<file path="config.mk">
export PLATFORM = sky130hd
export DESIGN_NAME = aes_round_sequencer
export DESIGN_NICKNAME = d
export VERILOG_FILES = /design/src/rtl/aes_round_sequencer_pkg.sv /design/src/rtl/aes_round_sequencer_row2column.sv /design/src/rtl/aes_round_sequencer.sv
export SDC_FILE = /design/constraint.sdc
export NUM_CORES = 1
export LEC_CHECK = 0
export ABC_AREA = 1
export CAP_MARGIN = 20
export CORE_AREA = 2 2 255 257
export CTS_CLUSTER_SIZE = 10
export DETAILED_ROUTE_END_ITERATION = 6
export DIE_AREA = 0 0 257 259
export PLACE_DENSITY = 0.39
export SYNTH_ARGS = -nofsm -noshare
export SYNTH_HDL_FRONTEND = slang
export SYNTH_SLANG_ARGS = --single-unit
export TNS_END_PERCENT = 1
</file>
<file path="constraint.sdc">
create_clock -name clk -period 5.45 [get_ports clk]
set_input_delay 1.09 -clock clk [delete_from_list [all_inputs] [get_ports clk]]
set_output_delay 1.09 -clock clk [all_outputs]
set_load 0.01 [all_outputs]
</file>
<file path="src/rtl/aes_round_sequencer_pkg.sv">
// Shared types and helpers for the iterative AES-128 round sequencer.
// Holds the FSM encoding, block geometry and the row/column byte transpose.
package aes_round_sequencer_pkg;

  localparam int AES_NR    = 10;
  localparam int AES_BLK_W = 128;

  typedef enum logic [1:0] {
    S_IDLE  = 2'd0,
    S_ROUND = 2'd1,
    S_DONE  = 2'd2
  } seq_state_e;

  // Byte 4c+r of the result is byte 4r+c of the input; applying it twice is identity.
  function automatic logic [0:AES_BLK_W-1] transpose(input logic [0:AES_BLK_W-1] blk);
    logic [0:AES_BLK_W-1] res;
    res = '0;
    for (int r = 0; r < 4; r++) begin
      for (int c = 0; c < 4; c++) begin
        res[8*(4*c+r) +: 8] = blk[8*(4*r+c) +: 8];
      end
    end
    return res;
  endfunction

endpackage

</file>
<file path="src/rtl/aes_round_sequencer_row2column.sv">
// Row-major <-> column-major byte transpose of one 128-bit AES block.
// Purely combinational; used on both the input and the output path.
module row2column
  import aes_round_sequencer_pkg::*;
(
  input  logic [0:AES_BLK_W-1] i_blk,
  output logic [0:AES_BLK_W-1] o_blk
);

  assign o_blk = transpose(i_blk);

endmodule

</file>
<file path="src/rtl/aes_round_sequencer.sv">
// Iterative AES-128 controller: accepts a row-major block, steps an external
// single-round datapath through rounds 0..NR, and returns the row-major result.
module aes_round_sequencer
  import aes_round_sequencer_pkg::*;
#(
  parameter int NR       = AES_NR,
  parameter int RK_IDX_W = 4
) (
  input  logic                  clk,
  input  logic                  rst,
  input  logic                  in_valid,
  output logic                  in_ready,
  input  logic [0:AES_BLK_W-1]  in_block,
  output logic                  out_valid,
  input  logic                  out_ready,
  output logic [0:AES_BLK_W-1]  out_block,
  output logic [RK_IDX_W-1:0]   rk_idx,
  input  logic [0:AES_BLK_W-1]  rk_data,
  output logic [0:AES_BLK_W-1]  rnd_state_out,
  output logic                  rnd_last,
  input  logic [0:AES_BLK_W-1]  rnd_state_in,
  output logic                  busy
);

  localparam logic [RK_IDX_W-1:0] LP_NR  = RK_IDX_W'(NR);
  localparam logic [RK_IDX_W-1:0] LP_ONE = RK_IDX_W'(1);

  seq_state_e            r_state;
  seq_state_e            w_next_state;
  logic [0:AES_BLK_W-1]  r_st;
  logic [RK_IDX_W-1:0]   r_rnd;
  logic [0:AES_BLK_W-1]  w_in_tr;
  logic [0:AES_BLK_W-1]  w_out_tr;
  logic                  w_rnd_is_last;
  logic                  w_accept;
  logic                  w_release;

  row2column u_in_tr (
    .i_blk (in_block),
    .o_blk (w_in_tr)
  );

  row2column u_out_tr (
    .i_blk (r_st),
    .o_blk (w_out_tr)
  );

  assign w_rnd_is_last = (r_rnd == LP_NR);
  assign w_accept      = (r_state == S_IDLE) && in_valid;
  assign w_release     = (r_state == S_DONE) && out_ready;
  assign rnd_state_out = r_st;

  // FSM state register
  always_ff @(posedge clk or posedge rst) begin
    if (rst) begin
      r_state <= S_IDLE;
    end else begin
      r_state <= w_next_state;
    end
  end

  // FSM next-state decode
  always_comb begin
    w_next_state = r_state;
    case (r_state)
      S_IDLE: begin
        if (w_accept) begin
          w_next_state = S_ROUND;
        end else begin
          w_next_state = S_IDLE;
        end
      end
      S_ROUND: begin
        if (w_rnd_is_last) begin
          w_next_state = S_DONE;
        end else begin
          w_next_state = S_ROUND;
        end
      end
      S_DONE: begin
        if (w_release) begin
          w_next_state = S_IDLE;
        end else begin
          w_next_state = S_DONE;
        end
      end
      default: w_next_state = S_IDLE;
    endcase
  end

  // FSM output decode; out_block only exposes the state once the block is finished
  always_comb begin
    in_ready  = 1'b0;
    out_valid = 1'b0;
    busy      = 1'b0;
    rk_idx    = '0;
    rnd_last  = 1'b0;
    out_block = '0;
    case (r_state)
      S_IDLE: begin
        in_ready = 1'b1;
      end
      S_ROUND: begin
        busy     = 1'b1;
        rk_idx   = r_rnd;
        rnd_last = w_rnd_is_last;
      end
      S_DONE: begin
        busy      = 1'b1;
        out_valid = 1'b1;
        out_block = w_out_tr;
      end
      default: begin
        in_ready = 1'b0;
      end
    endcase
  end

  // Block state and round counter; the initial AddRoundKey folds into the accept
  always_ff @(posedge clk or posedge rst) begin
    if (rst) begin
      r_st  <= '0;
      r_rnd <= '0;
    end else begin
      case (r_state)
        S_IDLE: begin
          if (w_accept) begin
            r_st  <= w_in_tr ^ rk_data;
            r_rnd <= LP_ONE;
          end
        end
        S_ROUND: begin
          r_st <= rnd_state_in;
          if (!w_rnd_is_last) begin
            r_rnd <= r_rnd + LP_ONE;
          end
        end
        S_DONE: begin
          if (w_release) begin
            r_rnd <= '0;
          end
        end
        default: begin
          r_st  <= '0;
          r_rnd <= '0;
        end
      endcase
    end
  end

endmodule

</file>
# Yosys cells after proc, flatten, opt, wreduce, memory -nomap -nowiden
# Cells that the tools add are included.
# totals
romBits	0
latchBits	0
n_memories	0
word_cells	34
ram_bits	0
register_bits	134
output_inout_bits	264
input_bits	388
# op_classes
n_mux	16
n_shift	0
bitwise_logic	2
multipliers	0
eq_ne	6
n_reduce_logical	6
div_mod_pow	0
n_addsub	1
order_cmp	0
# ops
operator	n
$pmux 128 s3	1
$mux 128	2
$xor 128x128->128	1
$mux 4	4
$pmux 4 s3	1
$ne 2x2->1 const B	3
$pmux 2 s3	1
$mux 1	5
$add 4x1->4 const B	1
$eq 4x4->1 const B	1
$mux 2	2
$reduce_and 3->1	1
$eq 2x1->1 const B	1
$eq 2x2->1 const B	1
$logic_and 1x1->1	2
$logic_not 2->1	1
$reduce_and 2->1	1
$reduce_or 2->1	1
$not 1->1	1

# Longest topological paths before layout
# depth
depth_word	4
depth_mapped	9
mapped_depth_nobuf	8

# Hierarchy
# From an unflattened synthesis, not the netlist that was laid out.
# hier_totals
cells_unflattened	1793
area_unflattened_um2	11243.3
# modules_own_cells
module	n_inst	area_each_um2	seq_area_each_um2	cells_per_inst
aes_round_sequencer	1	9321.4	3353.2	1537
row2column	2	960.9	0.0	128

# Least setup slack after synthesis
# OpenSTA, ideal clock, no wires.
# synth_path
kind	reg-to-output
start	register r_state[0]
end	output out_block[104] (netlist name)
n_path_buf	2
t_arrival_ns	1.345
path_stages_with_launch	7
required_ns	4.360
path_slack_ns	3.015
path_cell_list	dfrtp_1 inv_1 ha_1 clkbuf_1 buf_2 nand2_1 inv_1
# synth_between
elab_chain_len	2
# synth_rtl
item	line_no	source
from (decl)	aes_round_sequencer.sv:28	seq_state_e r_state;
from (signal assigned)	aes_round_sequencer.sv:58	r_state <= w_next_state;
$eq 2x2->1	aes_round_sequencer.sv:99	case (r_state)
$mux 128	aes_round_sequencer.sv:99	
to (decl)	aes_round_sequencer.sv:16	output logic [0:AES_BLK_W-1] out_block,
# No other way between the ends.

# Worst setup path in the final report
# layout_path
start	register r_state[0]
end	output out_block[38] (netlist name)
# Same word-level chain as after synthesis.

==> impl_metrics.py <==
metrics = {
    "setup_path": {
        "path_class": "flop to output port",
        "end_kind": "output port",
        "crit_fanout": 78,
        "critPathRequiredTime_ns": 4.36,
        "timing.rr.end": "rnd_state_out[24]",
        "r2r_cells": 7,
        "r2r-start": "r_state[0]",
        "crit_buf_inv": 4,
        "slowest_delay_ns": 0.79,
        "cp.arrival_ns": 2.99,
        "cpMostUsedCell": "inv_1",
        "cp_slowest_cell": "ha_4",
        "crit_chain": "inv_1, ha_4, buf_12, nand2_1, inv_1, clkdlybuf4s50_1",
        "startpoint_type": "flop",
        "critical-path-top-delay-family": "buffers and inverters",
        "r2r_slack_ns": 2.09,
    },
    "worst_hold_path": {
        "worstHoldStart": "rnd_state_out[96]",
        "hold_end": "rnd_state_out[96]",
        "min_path_cells": 2,
        "worstHoldPathType": "flop to flop",
    },
    "clocking": {
        "worst_skew_pair.late_latency_ns": 0.47,
        "clk_pin_slew_ns": 0.06,
        "cts_hold_buf": 0,
        "cts_made_buffers": 17,
        "cts-root-buf": "clkbuf_16",
        "cts_buffer_depth": 2,
        "cts-resized-gates": 0,
        "h-tree-depth": 4,
        "cts_setup_buffers": 0,
        "cts_sinks": 134,
        "tritoncts": "done",
    },
    "global_routing": {
        "overflow": 0,
        "grt_pass1_wl_um": 73000,
        "grt_max_degree": 86,
        "grt_pass1_vias": 11300,
        "grt_util_all_layers_pct": 14.7,
        "antenna_found_initial": 8,
    },
    "detailed_routing": {
        "drc_errors": 0,
        "antenna_left": 0,
        "wl_per_cell_um": 16.5,
        "vias": 11300,
        "drtIter0Drc": 453,
        "wirelength_um": 49600,
        "dr.pass1.iters": 5,
        "viasPerCell": 3.75,
    },
    "sta": {
        "slew_headroom_pct": 33.6,
        "slew_violations": 0,
        "worst_pin_slew_ns": 0.996,
        "finalCriticalPeriod_ns": 4.08,
        "fmax_ghz": 0.245,
        "setup_violations": 0,
        "final.period_utilization_pct": 74.8,
        "tns_ns": 0,
        "clock_skew_ns": 0.00665,
        "finalHoldViolCount": 0,
        "whs_ns": 0.506,
        "grt_setup_unrepaired": "no",
    },
    "logic_synthesis": {
        "syn_area_um2": 9320,
        "syn_inst": 1537,
        "syn-num-nets": 1932,
        "avgSynthCellArea_um2": 6.06,
        "ys_ff_latch": 134,
        "yosys.cell_types.count": 20,
        "yosysSeqAreaShare_pct": 36.0,
        "ys_warn_count": 0,
    },
    "layout": {
        "nets": 2540,
        "synthToLayoutAreaGrowth_pct": 85.5,
        "drive_above_1_share_pct": 8.16,
        "nFillCells": 6989,
    },
    "floorplan": {
        "io_pins": 652,
        "die_w_um": 257,
        "rows": 93,
        "start_util_pct": 14.6,
        "dieArea_um2": 66600,
        "fp.coreArea_um2": 63900,
        "fp.dieH_um": 259,
    },
    "place": {
        "gp_congestion": 0.831,
        "dp_hpwl_um": 39100,
        "port_buffers": 651,
    },
    "run_status": {
        "status": "completed",
    },
    "power": {
        "power.density_nw_per_um2": 385,
        "switching_power_mw": 2.85,
        "internal_power_mw": 3.80,
        "leakagePower_nw": 8.77,
        "ir_drop_v": 0.000315,
        "clock_power_share_pct": 19.4,
        "pwr-share-comb_pct": 50.0,
        "switching_share_pct": 42.9,
        "pwr-share-seq_pct": 30.7,
    },
    "run": {
        "drv_cap": 0,
    },
}
-- per-stage QoR --
step	std cells	setup slack (ns)	util [%]	cell area [um^2]	power, mW
floorplan	1537	0.777	-	9320	3.44
global placement	2981	1.73	26.1	16700	5.51
detailed placement	2981	1.71	26.1	16700	5.52
CTS	3012	1.22	27.1	17300	6.89
global route	3013	1.08	27.1	17300	7.23
finish	3016	1.37	27.1	17300	6.65
-- tightest hold or removal path, stage by stage, from the launching register on --
cell     delay (ns)
dfrtp_1        0.36
nand2_1        0.06
nand2_1        0.05
-- kinds of logic after synthesis --
logic type / Yosys count / synth area share, %
xor gates and xnor gates: 1 / 0.0940
and+or+nand+nor: 1172 / 52.6
DFF: 134 / 36.0
buffers and inverters: 213 / 9.85
AOI/OAI and AO/OA: 10 / 0.537
adders and majority gates: 7 / 0.940
-- cell type report --
class / count / area [um^2] / share of cell area [%]
inverter: 143 / 542 / 3.13
multi-input combinational: 1190 / 5090 / 29.5
antenna: 4 / 10.0 / 0.0579
clock buffer: 19 / 443 / 2.56
sequential: 134 / 3350 / 19.4
clock inverter: 12 / 179 / 1.03
tap: 855 / 1070 / 6.19
timing repair buffer: 659 / 6600 / 38.2
-- power by group through the flow --
stage / combinational (mW) / clock, mW / sequential (mW)
6_report: 3.32 / 1.29 / 2.04
3_5_place_dp: 3.44 / 0 / 2.08
3_3_place_gp: 3.43 / 0 / 2.08
2_1_floorplan: 1.41 / 0 / 2.03
4_1_cts: 3.45 / 1.37 / 2.07
5_1_grt: 3.71 / 1.40 / 2.12
-- layout by cell type, fill, tap and decap left out --
| cell type | count |
|---|---|
| bufinv_16 | 4 |
| or2_2 | 128 |
| nand2_4 | 1 |
| clkinv_2 | 2 |
| nor2_4 | 1 |
| clkinv_4 | 3 |
| inv_2 | 2 |
| o21ai_0 | 4 |
| nand2_1 | 907 |
| clkbuf_1 | 1 |
| a21oi_1 | 6 |
| clkinvlp_4 | 3 |
| xor2_1 | 1 |
| nand3_2 | 1 |
| inv_1 | 140 |
| nor2_1 | 2 |
| nand2_2 | 1 |
| clkdlybuf4s50_1 | 651 |
| ha_1 | 4 |
| inv_6 | 1 |
| buf_4 | 6 |
| nand4_1 | 1 |
| ha_4 | 3 |
| dfrtp_1 | 134 |
| clkbuf_16 | 17 |
| nand3_1 | 130 |
| buf_12 | 2 |
| diode_2 | 4 |
| clkbuf_8 | 1 |
-- state kept, by name, indices dropped and copies added (netlist names) --
signal,cells
r_rnd,4
r_state,2
rnd_state_out,128
-- worst max path at each step --
| stage | cells past startpoint | endpoint | startpoint |
|---|---|---|---|
| floorplan | 1 | r_rnd[0] | rst |
| global placement | 8 | rnd_state_out[17] | in_valid |
| detailed placement | 8 | rnd_state_out[17] | in_valid |
| CTS | 6 | out_block[4] | r_state[0] |
| global route | 6 | out_block[99] | r_state[0] |
| finish | 6 | out_block[38] | r_state[0] |
-- layer usage --
metal / up-vias / global-route usage, % / part of all wire (%)
li1: 5802 / - / -
met1: 5033 / 16.4 / 40
met2: 427 / 26.1 / 50
met3: 46 / 5.64 / 8.3
met4: 4 / 4.25 / 1.9
met5: - / 0 / 0.038
-- Yosys cell counts, drive strengths merged --
cell type	n	share of area, %
nand2	909	37
inv	143	5.8
dfrtp	134	36
nand3	131	7.1
or2	128	8.6
buf	68	4.0
ha	7	0.94
a21oi	6	0.32
o21ai	4	0.21
nor2	3	0.20
clkbuf	2	0.081
nand4	1	0.067
xor2	1	0.094
(Power assumes the default switching activity.)
